## src/rtl/pu_cycle_gate_pkg.sv

```systemverilog
// Shared types and defaults for the processing-unit cycle gate.
package pu_cycle_gate_pkg;

  localparam int STATE_W = 2;

  typedef enum logic [STATE_W-1:0] {
    IDLE  = 2'd0,
    ARM   = 2'd1,
    RUN   = 2'd2,
    DRAIN = 2'd3
  } state_t;

  localparam int DEFAULT_MICROCODE_WIDTH   = 16;
  localparam int DEFAULT_CYCLE_COUNT_WIDTH = 16;

  localparam logic [DEFAULT_MICROCODE_WIDTH-1:0] DEFAULT_NOP_WORD = '0;

endpackage

```

## src/rtl/pu_cycle_gate_counter.sv

```systemverilog
// Wrapping up-counter with synchronous clear (clear wins) and async active-low reset.
module pu_cycle_gate_counter
  import pu_cycle_gate_pkg::*;
#(
  parameter int WIDTH = DEFAULT_CYCLE_COUNT_WIDTH
) (
  input  logic             clk,
  input  logic             rst_n,
  input  logic             clr,
  input  logic             inc,
  output logic [WIDTH-1:0] count
);

  always_ff @(posedge clk or negedge rst_n) begin
    if (!rst_n)   count <= '0;
    else if (clr) count <= '0;
    else if (inc) count <= count + 1'b1;
  end

endmodule

```

## src/rtl/pu_cycle_gate.sv

```systemverilog
// Gates whole microcode cycles onto the PU bus with run/stop/single control.
// Optional auto-stop after CYCLE_LIMIT cycles when CYCLE_LIMIT_EN is defined.
module pu_cycle_gate
  import pu_cycle_gate_pkg::*;
#(
  parameter int                         MICROCODE_WIDTH   = DEFAULT_MICROCODE_WIDTH,
  parameter logic [MICROCODE_WIDTH-1:0] NOP_WORD          = {MICROCODE_WIDTH{1'b0}},
  parameter int                         CYCLE_COUNT_WIDTH = DEFAULT_CYCLE_COUNT_WIDTH,
  parameter int                         CYCLE_LIMIT       = 8
) (
  input  logic                         clk,
  input  logic                         rst_n,
  input  logic [MICROCODE_WIDTH-1:0]   signals_in,
  input  logic                         cycle_in,
  input  logic                         start,
  input  logic                         stop,
  input  logic                         single,
  output logic [MICROCODE_WIDTH-1:0]   signals_out,
  output logic                         cycle_out,
  output logic                         running,
  output logic [CYCLE_COUNT_WIDTH-1:0] cycle_count,
  output logic                         done
);

  if (CYCLE_LIMIT < 0) begin : g_bad_limit
    $error("pu_cycle_gate: CYCLE_LIMIT must be non-negative");
  end

  state_t                       state, state_nxt;
  logic                         single_mode, single_nxt;
  logic [MICROCODE_WIDTH-1:0]   sig_nxt;
  logic                         cyc_nxt, done_nxt;
  logic                         cnt_inc, arm_go, limit_stop;

  pu_cycle_gate_counter #(.WIDTH(CYCLE_COUNT_WIDTH)) u_cycle_cnt (
    .clk   (clk),
    .rst_n (rst_n),
    .clr   (1'b0),
    .inc   (cnt_inc),
    .count (cycle_count)
  );

`ifdef CYCLE_LIMIT_EN
  logic [CYCLE_COUNT_WIDTH-1:0] run_count;
  logic [CYCLE_COUNT_WIDTH:0]   started;

  pu_cycle_gate_counter #(.WIDTH(CYCLE_COUNT_WIDTH)) u_run_cnt (
    .clk   (clk),
    .rst_n (rst_n),
    .clr   (arm_go),
    .inc   (cnt_inc),
    .count (run_count)
  );

  // Cycles started in this run, counting one that begins on this clk; stopping
  // as soon as the LIMIT-th cycle starts lets exactly LIMIT cycles complete.
  assign started    = {1'b0, run_count} +
                      (cycle_in ? (CYCLE_COUNT_WIDTH+1)'(2) : (CYCLE_COUNT_WIDTH+1)'(1));
  assign limit_stop = (CYCLE_LIMIT != 0) && (state == RUN) && (int'(started) >= CYCLE_LIMIT);
`else
  assign limit_stop = 1'b0;
`endif

  assign running = (state == RUN) || (state == DRAIN);

  always_ff @(posedge clk or negedge rst_n) begin
    if (!rst_n) begin
      state       <= IDLE;
      single_mode <= 1'b0;
      signals_out <= NOP_WORD;
      cycle_out   <= 1'b0;
      done        <= 1'b0;
    end else begin
      state       <= state_nxt;
      single_mode <= single_nxt;
      signals_out <= sig_nxt;
      cycle_out   <= cyc_nxt;
      done        <= done_nxt;
    end
  end

  always_comb begin
    state_nxt  = state;
    single_nxt = single_mode;
    sig_nxt    = NOP_WORD;
    cyc_nxt    = 1'b0;
    done_nxt   = 1'b0;
    cnt_inc    = 1'b0;
    arm_go     = 1'b0;
    case (state)
      IDLE: begin
        if (!stop && (start || single)) begin
          state_nxt  = ARM;
          single_nxt = single;
          arm_go     = 1'b1;
        end
      end
      ARM: begin
        if (stop) begin
          state_nxt = IDLE;
        end else if (cycle_in) begin
          sig_nxt   = signals_in;
          cyc_nxt   = 1'b1;
          state_nxt = single_mode ? DRAIN : RUN;
        end
      end
      RUN: begin
        // A boundary coinciding with stop still opens a new cycle, which then drains.
        sig_nxt = signals_in;
        cyc_nxt = cycle_in;
        cnt_inc = cycle_in;
        if (stop || limit_stop) state_nxt = DRAIN;
      end
      DRAIN: begin
        if (cycle_in) begin
          cnt_inc   = 1'b1;
          done_nxt  = 1'b1;
          state_nxt = IDLE;
        end else begin
          sig_nxt = signals_in;
        end
      end
      default: state_nxt = IDLE;
    endcase
  end

endmodule

```

## config.mk

```make
export PLATFORM = sky130hd
export DESIGN_NAME = pu_cycle_gate
export DESIGN_NICKNAME = d
export VERILOG_FILES = /design/src/rtl/pu_cycle_gate_pkg.sv /design/src/rtl/pu_cycle_gate_counter.sv /design/src/rtl/pu_cycle_gate.sv
export SDC_FILE = /design/constraint.sdc
export NUM_CORES = 1
export LEC_CHECK = 0
export ABC_AREA = 1
export CAP_MARGIN = 20
export CORE_UTILIZATION = 50
export CTS_CLUSTER_DIAMETER = 200
export DETAILED_ROUTE_END_ITERATION = 8
export GPL_TIMING_DRIVEN = 0
export PLACE_DENSITY = 0.87
export SYNTH_ARGS = -nofsm -noshare
export SYNTH_HDL_FRONTEND = slang
export SYNTH_HIERARCHICAL = 1
export SYNTH_SLANG_ARGS = --single-unit
```

## constraint.sdc

```tcl
create_clock -name clk -period 4.45 [get_ports clk]
set_input_delay 1.1125 -clock clk [delete_from_list [all_inputs] [get_ports clk]]
set_output_delay 1.1125 -clock clk [all_outputs]
set_load 0.01 [all_outputs]
```

* Word-level counts from Yosys, hierarchy flattened
Index checks and enable logic that the tools add are counted.
** Cells by class
- Muxes and demuxes :: 16
- Add/subtract/negate cells :: 1
- Reduce and logical (&&, ||, !) cells :: 7
- Equal/unequal tests :: 7
** Operator list (count)
- 16-bit two-way mux :: 3
- 16-bit case mux with 3 select lines :: 1
- 16-bit by 1-bit adder with 16-bit output, second input constant :: 1
- 2-bit two-way mux :: 5
- 2-bit case mux with 4 select lines :: 1
- 2-bit != test, second input constant :: 3
- 2-bit equality test, second input constant :: 2
- 1-bit two-way mux :: 4
- 1-bit case mux with 2 select lines :: 2
- 4-bit AND reduction :: 1
- 3-bit != test, second input constant :: 1
- 2-bit by 1-bit equality test with 1-bit output, second input constant :: 1
- 2-bit zero test :: 1
- 1-bit logical OR :: 2
- 2-bit AND reduction :: 1
- 1-bit logical AND :: 1
- 1-bit zero test :: 1
** Word-level totals
- Input port bits :: 22
- Flip-flop bits (word level) :: 37
- Output and inout port bits :: 35
- Logic and storage cells :: 37

* Longest topological paths before layout
Gate-level depths: netlist of run 1.
- Depth after elaboration :: 4
- Mapped depth :: 12
- Mapped depth without buffers :: 12

* Cells and area by module
The synthesis of run 1 kept the hierarchy.
** Modules (own cells, without submodules)
- pu_cycle_gate_counter :: area each 923.4 um2, seq. area each 400.4 um2, cells each 129, times used 1
- pu_cycle_gate :: area each 889.6 um2, seq. area each 525.5 um2, cells each 99, times used 1

* Worst setup path before layout of run 1
Ideal clock, no wire load.
- Path type :: input -> register
- From :: input cycle_in
- To :: register u_cycle_cnt.count[9]
- Path buffers :: 0
- Setup slack :: 2.354 ns
- Required time :: 4.333 ns
- Stages on the path :: 9
- Arrival time :: 1.979 ns
- Library setup time :: 0.117 ns
- Cells stage by stage :: inv_1 a21oi_1 inv_1 nand2_4 nand2_2 nor2_4 nand2_1 nor2_1 nor2_1
** Between the ends
- Word-level cells in the longest chain between the ends :: 2
** RTL lines
- from (decl) :: RTL line pu_cycle_gate.sv:14 : input logic cycle_in,
- 1-bit two-way mux :: RTL line pu_cycle_gate.sv:115 : if (cycle_in) begin
- 1-bit case mux with 2 select lines * :: RTL line pu_cycle_gate.sv:90 : case (state)
- named net cnt_inc :: RTL line pu_cycle_gate.sv:33 : logic cnt_inc, arm_go, limit_stop;
- to (signal assigned) :: RTL line pu_cycle_gate_counter.sv:17 : else if (inc) count <= count + 1'b1;
- to (decl) :: RTL line pu_cycle_gate_counter.sv:11 : output logic [WIDTH-1:0] count
The timed path passes the listed nets; every way through them passes the cells marked *.
A chain may end at the register's enable or synchronous reset.

* Worst setup path after layout of run 1
- From :: register state[0]
- To :: output running
** Between the ends
- Word-level cells in the longest chain between the ends :: 2
- Elaborated cells on any way between the ends :: 3
- Classes of those cells :: eq/ne: 2; reduce/logical: 1
** RTL lines
- from (decl) :: RTL line pu_cycle_gate.sv:29 : state_t state, state_nxt;
- from (signal assigned) :: RTL line pu_cycle_gate.sv:74 : state <= state_nxt;
- 2-bit equality test :: RTL line pu_cycle_gate.sv:64 : assign running = (state == RUN) || (state == DRAIN);
- 1-bit logical OR * :: RTL line pu_cycle_gate.sv:64
- to (decl) :: RTL line pu_cycle_gate.sv:20 : output logic running,
Every way passes the cells marked *; elsewhere a longest branch is shown, timed or not.

==> flow_metrics.py, run 1 <==
metrics = {
    "outcome": {
        "outcome": "finished clean",
    },
    "global_route": {
        "grt_pass1_vias": 1625,
        "grt_max_degree": 38,
        "grt_pass1_wl_mm": 6.679,
        "grt_util_all_layers_pct": 21.57,
        "grt_overflow": 0,
        "grt_antenna_before_repair": 0,
    },
    "drt": {
        "viasPerCell": 4.757,
        "via_count": 1627,
        "drc": 0,
        "first_pass_iters": 4,
        "drt-initial-drc-count": 66,
        "ant_nets": 0,
        "wl_per_cell_um": 10.65,
        "wl_mm": 3.644,
    },
    "worst_setup_path": {
        "crit_fanout": 6,
        "required_ns": 3.34,
        "r2r_setup_slack_ns": 2.48,
        "worstReg2RegEnd": "u_cycle_cnt/count[13]",
        "cp_data_arrival_time_ns": 1.82,
        "start_kind": "flip-flop",
        "cp-end-kind": "output port",
        "path_class": "reg -> out",
        "worstReg2RegStart": "state[0]",
        "r2r_cells": 11,
    },
    "cts": {
        "cts_tree": "done",
        "cts_resized": 0,
        "path_clk_slew_ns": 0.12,
        "clkLatencyLatePin_ns": 0.34,
        "cts_root_buf": "clkbuf_4",
        "cts.hold.buffers_added": 0,
        "cts_buffers": 5,
        "h-tree-depth": 2,
        "cts_buffer_depth": 2,
        "cts_setup_buffers": 0,
        "cts.sinks": 37,
    },
    "cells_and_area": {
        "fin_area_sq_um": 2525,
        "areaGrowthSynthToFinish_pct": 39.27,
        "layout-drive-gt1-share_pct": 8.108,
        "antenna_cells": 0,
        "layout_commonest_cell": "nand2_1",
        "fin_nets": 322,
        "layout_common_cells": "64 x nand2_1, 55 x clkdlybuf4s50_1, 48 x nor2_1",
    },
    "timing": {
        "max_slew_margin_pct": 46.37,
        "tns_ns": 0,
        "period_share_pct": 65.94,
        "hold_violations": 0,
        "timing.fmax_mhz": 340.8,
        "skew_ns": 0.009796,
        "tightest_slew_ns": 0.8045,
        "slew_violations": 0,
        "setup_viol": 0,
        "min_period_ns": 2.934,
        "rsz0062_at_grt": "false",
    },
    "logic_synthesis": {
        "netlist_area_sq_um": 1813,
        "ys_warn_count": 6,
        "avgSynthCellArea_sq_um": 7.952,
        "synth_seq_cells": 37,
        "syn_inst": 228,
        "yosysSeqAreaShare_pct": 51.07,
        "synth.distinct_cells": 28,
    },
    "floorplan": {
        "die_y_um": 62.22,
        "core_sq_um": 3416,
        "start_util_pct": 53.08,
        "dieArea_sq_um": 3871,
        "die_x_um": 62.22,
        "io_pins": 57,
        "rows": 21,
    },
    "hold_path": {
        "hp-class": "reg -> reg",
        "worstHoldPathCells": 2,
        "hold_path_startpoint": "single_mode",
        "holdPathEnd": "single_mode",
    },
    "placement": {
        "place.gp.congestion": 0.8247,
        "dpl-instance-area_sq_um": 2441,
        "post-dp-hpwl_mm": 2.817,
        "portBuffers": 56,
    },
    "pwr": {
        "pwr_density_cell_nw_per_um2": 397.9,
        "leakagePower_uw": 0.001194,
        "vdd_ir_drop_max_v": 0.0003179,
    },
    "run": {
        "drv_cap": 0,
    },
}
## synth_stat cells
master | n | area share (%)
nand2_2 | 3 | 1.0
conb_1 | 1 | 0.21
ha_1 | 5 | 3.5
inv_1 | 24 | 5.0
clkinv_1 | 1 | 0.21
nor2_2 | 2 | 0.69
nor3_2 | 1 | 0.55
o21ai_0 | 2 | 0.55
nand3_1 | 10 | 2.8
nor2_4 | 2 | 1.2
nand4_1 | 4 | 1.4
nor3_1 | 1 | 0.28
a31oi_1 | 1 | 0.35
buf_1 | 1 | 0.21
dfrtp_1 | 37 | 51
xnor2_1 | 1 | 0.48
o21ai_1 | 2 | 0.55
inv_2 | 2 | 0.41
nand3_2 | 1 | 0.55
nand2_4 | 1 | 0.62
a211oi_1 | 1 | 0.41
nand2_1 | 64 | 13
a21oi_1 | 8 | 2.2
buf_6 | 1 | 0.62
a21oi_4 | 1 | 0.90
o21bai_1 | 2 | 0.83
nor2_1 | 48 | 9.9
buf_2 | 1 | 0.28
## power by group
group / switching (uW) / internal [uW]
logic: 200 / 158
registers: 27.4 / 382
clock network: 119 / 119
total: 346 / 658
## cell type report
cell class,count,area (sq um)
buffer,3,20.02
clock buffer,5,37.54
clock inverter,3,46.29
fill,264,890.9
inverter,27,101.3
multi-input combinational,165,780.7
sequential,37,925.9
tap,46,57.56
timing repair buffer,56,555.5
## worst max-delay path: stages, from the launching register on
cell,delay (ns)
dfrtp_1,0.47
inv_1,0.10
ha_1,0.22
inv_1,0.15
nand2_1,0.07
clkdlybuf4s50_1,0.47
## sequential cells by signal, summed over array words and instances, names as in the netlist, named ones only
register,flops
cycle_out,1
state,1
u_cycle_cnt/count,16
single_mode,1
done,1
signals_out,16
## logic make-up (layout without fill, tap and decap cells)
group | count (synthesis) | in the layout | share of synthesized area [%]
buffers and inverters | 30 | 94 | 6.694
other | 1 | 5 | 0.2068
AOI/OAI and AO/OA | 17 | 17 | 5.798
adders and majority gates | 5 | 5 | 3.451
xor gates and xnor gates | 1 | 1 | 0.4832
and+or+nand+nor | 137 | 137 | 32.30
DFF | 37 | 37 | 51.07
## metal layers
| metal | share of wire [%] | track usage [%] | up-vias | wire [um] |
|---|---|---|---|---|
| met5 | 0 | 0 | - | 0 |
| met4 | 0 | 3.488 | 0 | 0 |
| met3 | 7.4 | 9.007 | 0 | 271 |
| met2 | 52 | 39.42 | 50 | 1883 |
| met1 | 41 | 23.52 | 750 | 1489 |
| li1 | - | - | 827 | - |
## per-stage QoR
stage                     total power [uW]  utilization (%)  hold slack [ns]  std cells  setup slack, ns
final                                 1005            73.92           0.4962        342            1.516
after global routing                  1084            73.92           0.5325        342            1.378
after CTS                             1015            73.92           0.4963        342            1.493
after detailed placement             775.1            71.47           0.4681        334            1.524
after global placement               762.3            71.61           0.4567        334            1.456
after floorplan                      627.2                -           0.4415        232            2.354
## worst max path at each step
stage / startpoint / end / slack (ns) / depth (start not counted)
after CTS: state[0] / running / 1.49 / 5
after detailed placement: cycle_in / u_cycle_cnt/count[13] / 1.52 / 10
after global routing: state[0] / running / 1.38 / 5
after global placement: rst_n / signals_out[11] / 1.46 / 1
final: state[0] / running / 1.52 / 5
after floorplan: cycle_in / u_cycle_cnt/count[9] / 2.35 / 9
Note: power is estimated with default switching activity, not from simulation.
==> inputs of run 2 (changes only) <==
--- a/config.mk
+++ b/config.mk
@@ -7,11 +7,11 @@
 export LEC_CHECK = 0
 export ABC_AREA = 1
 export CAP_MARGIN = 20
-export CORE_UTILIZATION = 50
+export CORE_UTILIZATION = 46
 export CTS_CLUSTER_DIAMETER = 200
 export DETAILED_ROUTE_END_ITERATION = 8
 export GPL_TIMING_DRIVEN = 0
-export PLACE_DENSITY = 0.87
+export PLACE_DENSITY = 0.81
 export SYNTH_ARGS = -nofsm -noshare
 export SYNTH_HDL_FRONTEND = slang
 export SYNTH_HIERARCHICAL = 1
==> constraint.sdc (replaced) <==
create_clock -name clk -period 3 [get_ports clk]
set_input_delay 0.75 -clock clk [delete_from_list [all_inputs] [get_ports clk]]
set_output_delay 0.75 -clock clk [all_outputs]
set_load 0.01 [all_outputs]
==> flow_metrics.py, run 2 (synthesis results as in run 1) <==
metrics = {
    "timing": {
        "skew_ns": 0.004966,
        "max_slew_margin_pct": 46.34,
        "period_share_pct": 83.62,
        "tns_ns": 0,
        "min_period_ns": 2.509,
        "tightest_slew_ns": 0.8049,
        "slew_violations": 0,
        "timing.fmax_mhz": 398.6,
        "fin_ws_ns": 0.4915,
        "fin_hold_ws_ns": 0.4792,
        "setup_viol": 0,
        "hold_violations": 0,
        "rsz0062_at_grt": "false",
    },
    "outcome": {
        "outcome": "finished clean",
    },
    "worst_setup_path": {
        "crit_fanout": 6,
        "cp_cell_sequence": "inv_1, ha_1, inv_1, nand2_1, clkdlybuf4s50_1",
        "path_class": "reg -> out",
        "start_kind": "flip-flop",
        "critical_path.max_stage_delay_ns": 0.47,
        "critPathMostFrequentCell": "inv_1",
        "slowest_stage": "clkdlybuf4s50_1",
        "required_ns": 2.25,
        "cp_data_arrival_time_ns": 1.76,
        "cp-end-kind": "output port",
    },
    "cts": {
        "cts_resized": 0,
        "cts.sinks": 37,
        "cts_buffers": 5,
        "path_clk_slew_ns": 0.07,
        "h-tree-depth": 2,
        "cts_root_buf": "clkbuf_8",
        "clkLatencyLatePin_ns": 0.28,
        "cts.hold.buffers_added": 0,
        "cts_buffer_depth": 2,
        "cts_setup_buffers": 0,
        "cts_tree": "done",
    },
    "floorplan": {
        "start_util_pct": 48.79,
        "dieArea_sq_um": 4196,
        "die_y_um": 64.78,
        "core_sq_um": 3716,
        "rows": 22,
        "die_x_um": 64.78,
        "io_pins": 57,
    },
    "cells_and_area": {
        "layout_common_cells": "64 x nand2_1, 55 x clkdlybuf4s50_1, 48 x nor2_1",
        "nFillCells": 324,
        "layout-drive-gt1-share_pct": 7.095,
        "multiInputGateArea_sq_um": 780.7,
        "layout_commonest_cell": "nand2_1",
        "areaGrowthSynthToFinish_pct": 39.20,
        "fin_nets": 322,
        "antenna_cells": 0,
        "register_area_sq_um": 925.9,
        "layoutNonFillerInstCount": 344,
        "largestRegisters": "signals_out x16, u_cycle_cnt/count x16",
    },
    "pwr": {
        "pwr_density_cell_nw_per_um2": 583.6,
        "leakagePower_uw": 0.001192,
        "total_power_uw": 1473,
        "vdd_ir_drop_max_v": 0.0003685,
    },
    "drt": {
        "ant_nets": 0,
        "drc": 0,
        "via_count": 1622,
        "wl_per_cell_um": 11.21,
        "viasPerCell": 4.715,
        "wl_mm": 3.856,
        "drt-initial-drc-count": 76,
        "first_pass_iters": 4,
    },
    "global_route": {
        "grt_pass1_vias": 1575,
        "grt_max_degree": 38,
        "grt_pass1_wl_mm": 6.541,
        "grt_antenna_before_repair": 0,
        "grt_util_all_layers_pct": 20.42,
        "grt_overflow": 0,
    },
    "hold_path": {
        "hp-class": "reg -> reg",
    },
    "run": {
        "drv_cap": 0,
    },
    "placement": {
        "place_inst": 336,
        "portBuffers": 56,
        "post-dp-hpwl_mm": 2.793,
        "dp_slack_ns": 0.4274,
        "place.gp.congestion": 0.8353,
    },
}
==> run 2: power breakdown <==
part / internal [uW] / switching [uW]
sequential: 567 / 42.1
combinational: 236 / 301
clock: 165 / 163
==> run 2: worst max-delay path: cells and delay by family, from the launching register on <==
family	cells	cell delay (ns)
fa+ha+maj	1	0.22
flops	1	0.46
buf+inv	3	0.72
simple gates	1	0.07
==> run 2: routing by layer <==
| layer | track usage [%] | wire length, um | vias to the layer above |
|---|---|---|---|
| met1 | 23.29 | 1599 | 731 |
| li1 | - | - | 831 |
| met2 | 34.51 | 1901 | 55 |
| met4 | 6.389 | 36 | 0 |
| met5 | 0 | 0 | - |
| met3 | 8.451 | 319 | 5 |
==> run 2: final cells by class <==
type	instances	area share, %
clock buffers	8	3.173
multi-input cells	165	30.94
flip-flops and latches	37	36.69
repair buffers	56	22.01
inverters	27	4.016
well taps	48	2.380
plain buffers	3	0.7933
==> run 2: through the flow <==
stage,utilization (%),area [sq um]
after CTS,67.91,2524
after floorplan,-,1828
final,67.91,2524
after detailed placement,65.76,2444
after global placement,65.89,2449
after global routing,67.91,2524
==> run 2: final timing paths <==
check,startpoint,end,slack (ns),cells after the start
min in group asynchronous,rst_n,u_cycle_cnt/count[8],0.55,1
setup reg to reg,state[0],u_cycle_cnt/count[13],0.97,11
hold / removal,single_mode,single_mode,0.48,2
max in group asynchronous,rst_n,signals_out[7],1.93,1
setup / recovery,state[0],running,0.49,5
hold reg to reg,single_mode,single_mode,0.48,2
==> inputs of run 3 (changes only) <==
--- a/config.mk
+++ b/config.mk
@@ -7,11 +7,11 @@
 export LEC_CHECK = 0
 export ABC_AREA = 1
 export CAP_MARGIN = 20
-export CORE_UTILIZATION = 46
+export CORE_UTILIZATION = 42
 export CTS_CLUSTER_DIAMETER = 200
 export DETAILED_ROUTE_END_ITERATION = 8
 export GPL_TIMING_DRIVEN = 0
-export PLACE_DENSITY = 0.81
+export PLACE_DENSITY = 0.78
 export SYNTH_ARGS = -nofsm -noshare
 export SYNTH_HDL_FRONTEND = slang
 export SYNTH_HIERARCHICAL = 1
==> constraint.sdc (replaced) <==
create_clock -name clk -period 2.3 [get_ports clk]
set_input_delay 0.575 -clock clk [delete_from_list [all_inputs] [get_ports clk]]
set_output_delay 0.575 -clock clk [all_outputs]
set_load 0.01 [all_outputs]
==> flow_metrics.py, run 3 (synthesis results as in run 1) <==
metrics = {
    "drt": {
        "drt-initial-drc-count": 120,
        "ant_nets": 0,
        "wl_mm": 3.746,
        "via_count": 1624,
        "viasPerCell": 4.667,
        "first_pass_iters": 4,
        "drc": 0,
        "wl_per_cell_um": 10.76,
    },
    "cells_and_area": {
        "areaGrowthSynthToFinish_pct": 43.69,
        "layout-drive-gt1-share_pct": 10.07,
        "largestRegisters": "signals_out x16, u_cycle_cnt/count x16",
        "fin_nets": 324,
        "antenna_cells": 0,
        "layout_commonest_cell": "nand2_1",
        "post-route-util_pct": 63.75,
        "layout_common_cells": "64 x nand2_1, 54 x clkdlybuf4s50_1, 48 x nor2_1",
    },
    "worst_setup_path": {
        "worstReg2RegEnd": "u_cycle_cnt/count[13]",
        "critPathMostFrequentCell": "nand2_1",
        "cp_data_arrival_time_ns": 2.18,
        "critical-path-top-delay-family": "buffers and inverters",
        "start_kind": "input port",
        "worstReg2RegStart": "state[0]",
        "r2r_setup_slack_ns": 0.53,
        "crit_buf_inv": 2,
        "required_ns": 2.48,
        "crit_start": "cycle_in",
        "critical_path.max_stage_delay_ns": 0.62,
        "cp_cell_sequence": "clkdlybuf4s50_1, inv_1, a21oi_2, nor2_2, nor2_4, nand2_1, nor2_1, nand2_1, nand2_1, nor2_1",
        "cp-end-kind": "flip-flop",
        "r2r_cells": 11,
        "crit_fanout": 5,
        "path_class": "in -> reg",
        "slowest_stage": "clkdlybuf4s50_1",
    },
    "timing": {
        "setup_viol": 0,
        "slew_violations": 0,
        "rsz0062_at_grt": "false",
        "fin_ws_ns": 0.3035,
        "tightest_slew_ns": 0.7906,
        "min_period_ns": 1.997,
        "tns_ns": 0,
        "max_slew_margin_pct": 47.29,
        "timing.fmax_mhz": 500.9,
        "period_share_pct": 86.80,
        "hold_violations": 0,
        "skew_ns": 0.002304,
    },
    "pwr": {
        "vdd_ir_drop_max_v": 0.0005427,
        "pwr_density_cell_nw_per_um2": 835.4,
        "leakagePower_uw": 0.001243,
    },
    "floorplan": {
        "core_sq_um": 4086,
        "die_y_um": 67.70,
        "die_x_um": 67.70,
        "io_pins": 57,
        "dieArea_sq_um": 4583,
        "start_util_pct": 44.37,
        "rows": 23,
    },
    "placement": {
        "place.gp.congestion": 0.8238,
        "portBuffers": 56,
        "dp_slack_ns": -0.1075,
        "post-dp-hpwl_mm": 2.744,
    },
    "cts": {
        "cts_buffer_depth": 2,
        "cts.sinks": 37,
        "cts_tree": "done",
        "cts_root_buf": "clkbuf_8",
        "h-tree-depth": 2,
        "cts_buffers": 5,
        "path_clk_slew_ns": 0.07,
        "clkLatencyLatePin_ns": 0.28,
        "cts.hold.buffers_added": 0,
    },
    "global_route": {
        "grt_pass1_wl_mm": 6.423,
        "grt_max_degree": 38,
        "grt_util_all_layers_pct": 19.01,
        "grt_overflow": 0,
        "grt_antenna_before_repair": 0,
        "grt_pass1_vias": 1484,
    },
    "run": {
        "drv_cap": 0,
    },
    "outcome": {
        "outcome": "finished clean",
    },
    "hold_path": {
        "hp-class": "in -> async",
    },
}
## run 3: worst max-delay path by stage
| stage | to | slack, ns | cells after the start |
|---|---|---|---|
| final | u_cycle_cnt/count[13] | 0.30 | 10 |
| after global routing | u_cycle_cnt/count[13] | 0.12 | 10 |
| after CTS | running | 0.02 | 5 |
| after detailed placement | u_cycle_cnt/count[13] | -0.11 | 10 |
| after global placement | signals_out[7] | -0.20 | 1 |
| after floorplan | u_cycle_cnt/count[9] | 0.58 | 11 |
## run 3: power breakdown
| group | internal (uW) | switching [uW] | leakage, uW | total, uW |
|---|---|---|---|---|
| registers | 741 | 47.9 | 0.000508 | 788 |
| logic | 328 | 398 | 0.000668 | 726 |
| clock network | 431 | 231 | 0.0000681 | 662 |
## run 3: repair_timing
action | 4_1_cts | 5_1_grt
endpoints found under the setup margin | 1 | 2
gates cloned | 0 | 0
gates resized for setup | 1 | 4
setup buffers | 2 | 0
## run 3: layout make-up
| class | instances | area (sq um) |
|---|---|---|
| well taps | 50 | 62.56 |
| flip-flops and latches | 37 | 927.1 |
| plain buffers | 3 | 20.02 |
| fillers | 364 | 1481 |
| repair buffers | 58 | 573.1 |
| multi-input cells | 165 | 787.0 |
| inverters | 27 | 101.3 |
| clock inverters | 3 | 65.06 |
| clock buffers | 5 | 68.82 |
## run 3: routing by layer
layer	global-route usage (%)	share of wire, %	wire length [um]
met1	23.65	45	1670
met2	29.95	48	1796
met3	6.250	5.6	210
met4	7.979	1.8	68
met5	0	0	0
## run 3: metrics by stage
stage               total power, uW  hold slack, ns  cells  area [sq um]
floorplan                      1213          0.2794    232          1828
global placement               1485          0.4624    338          2451
detailed placement             1496          0.4637    338          2446
CTS                            2198          0.3984    348          2596
global route                   2336          0.4391    348          2605
finish                         2176          0.3699    348          2605
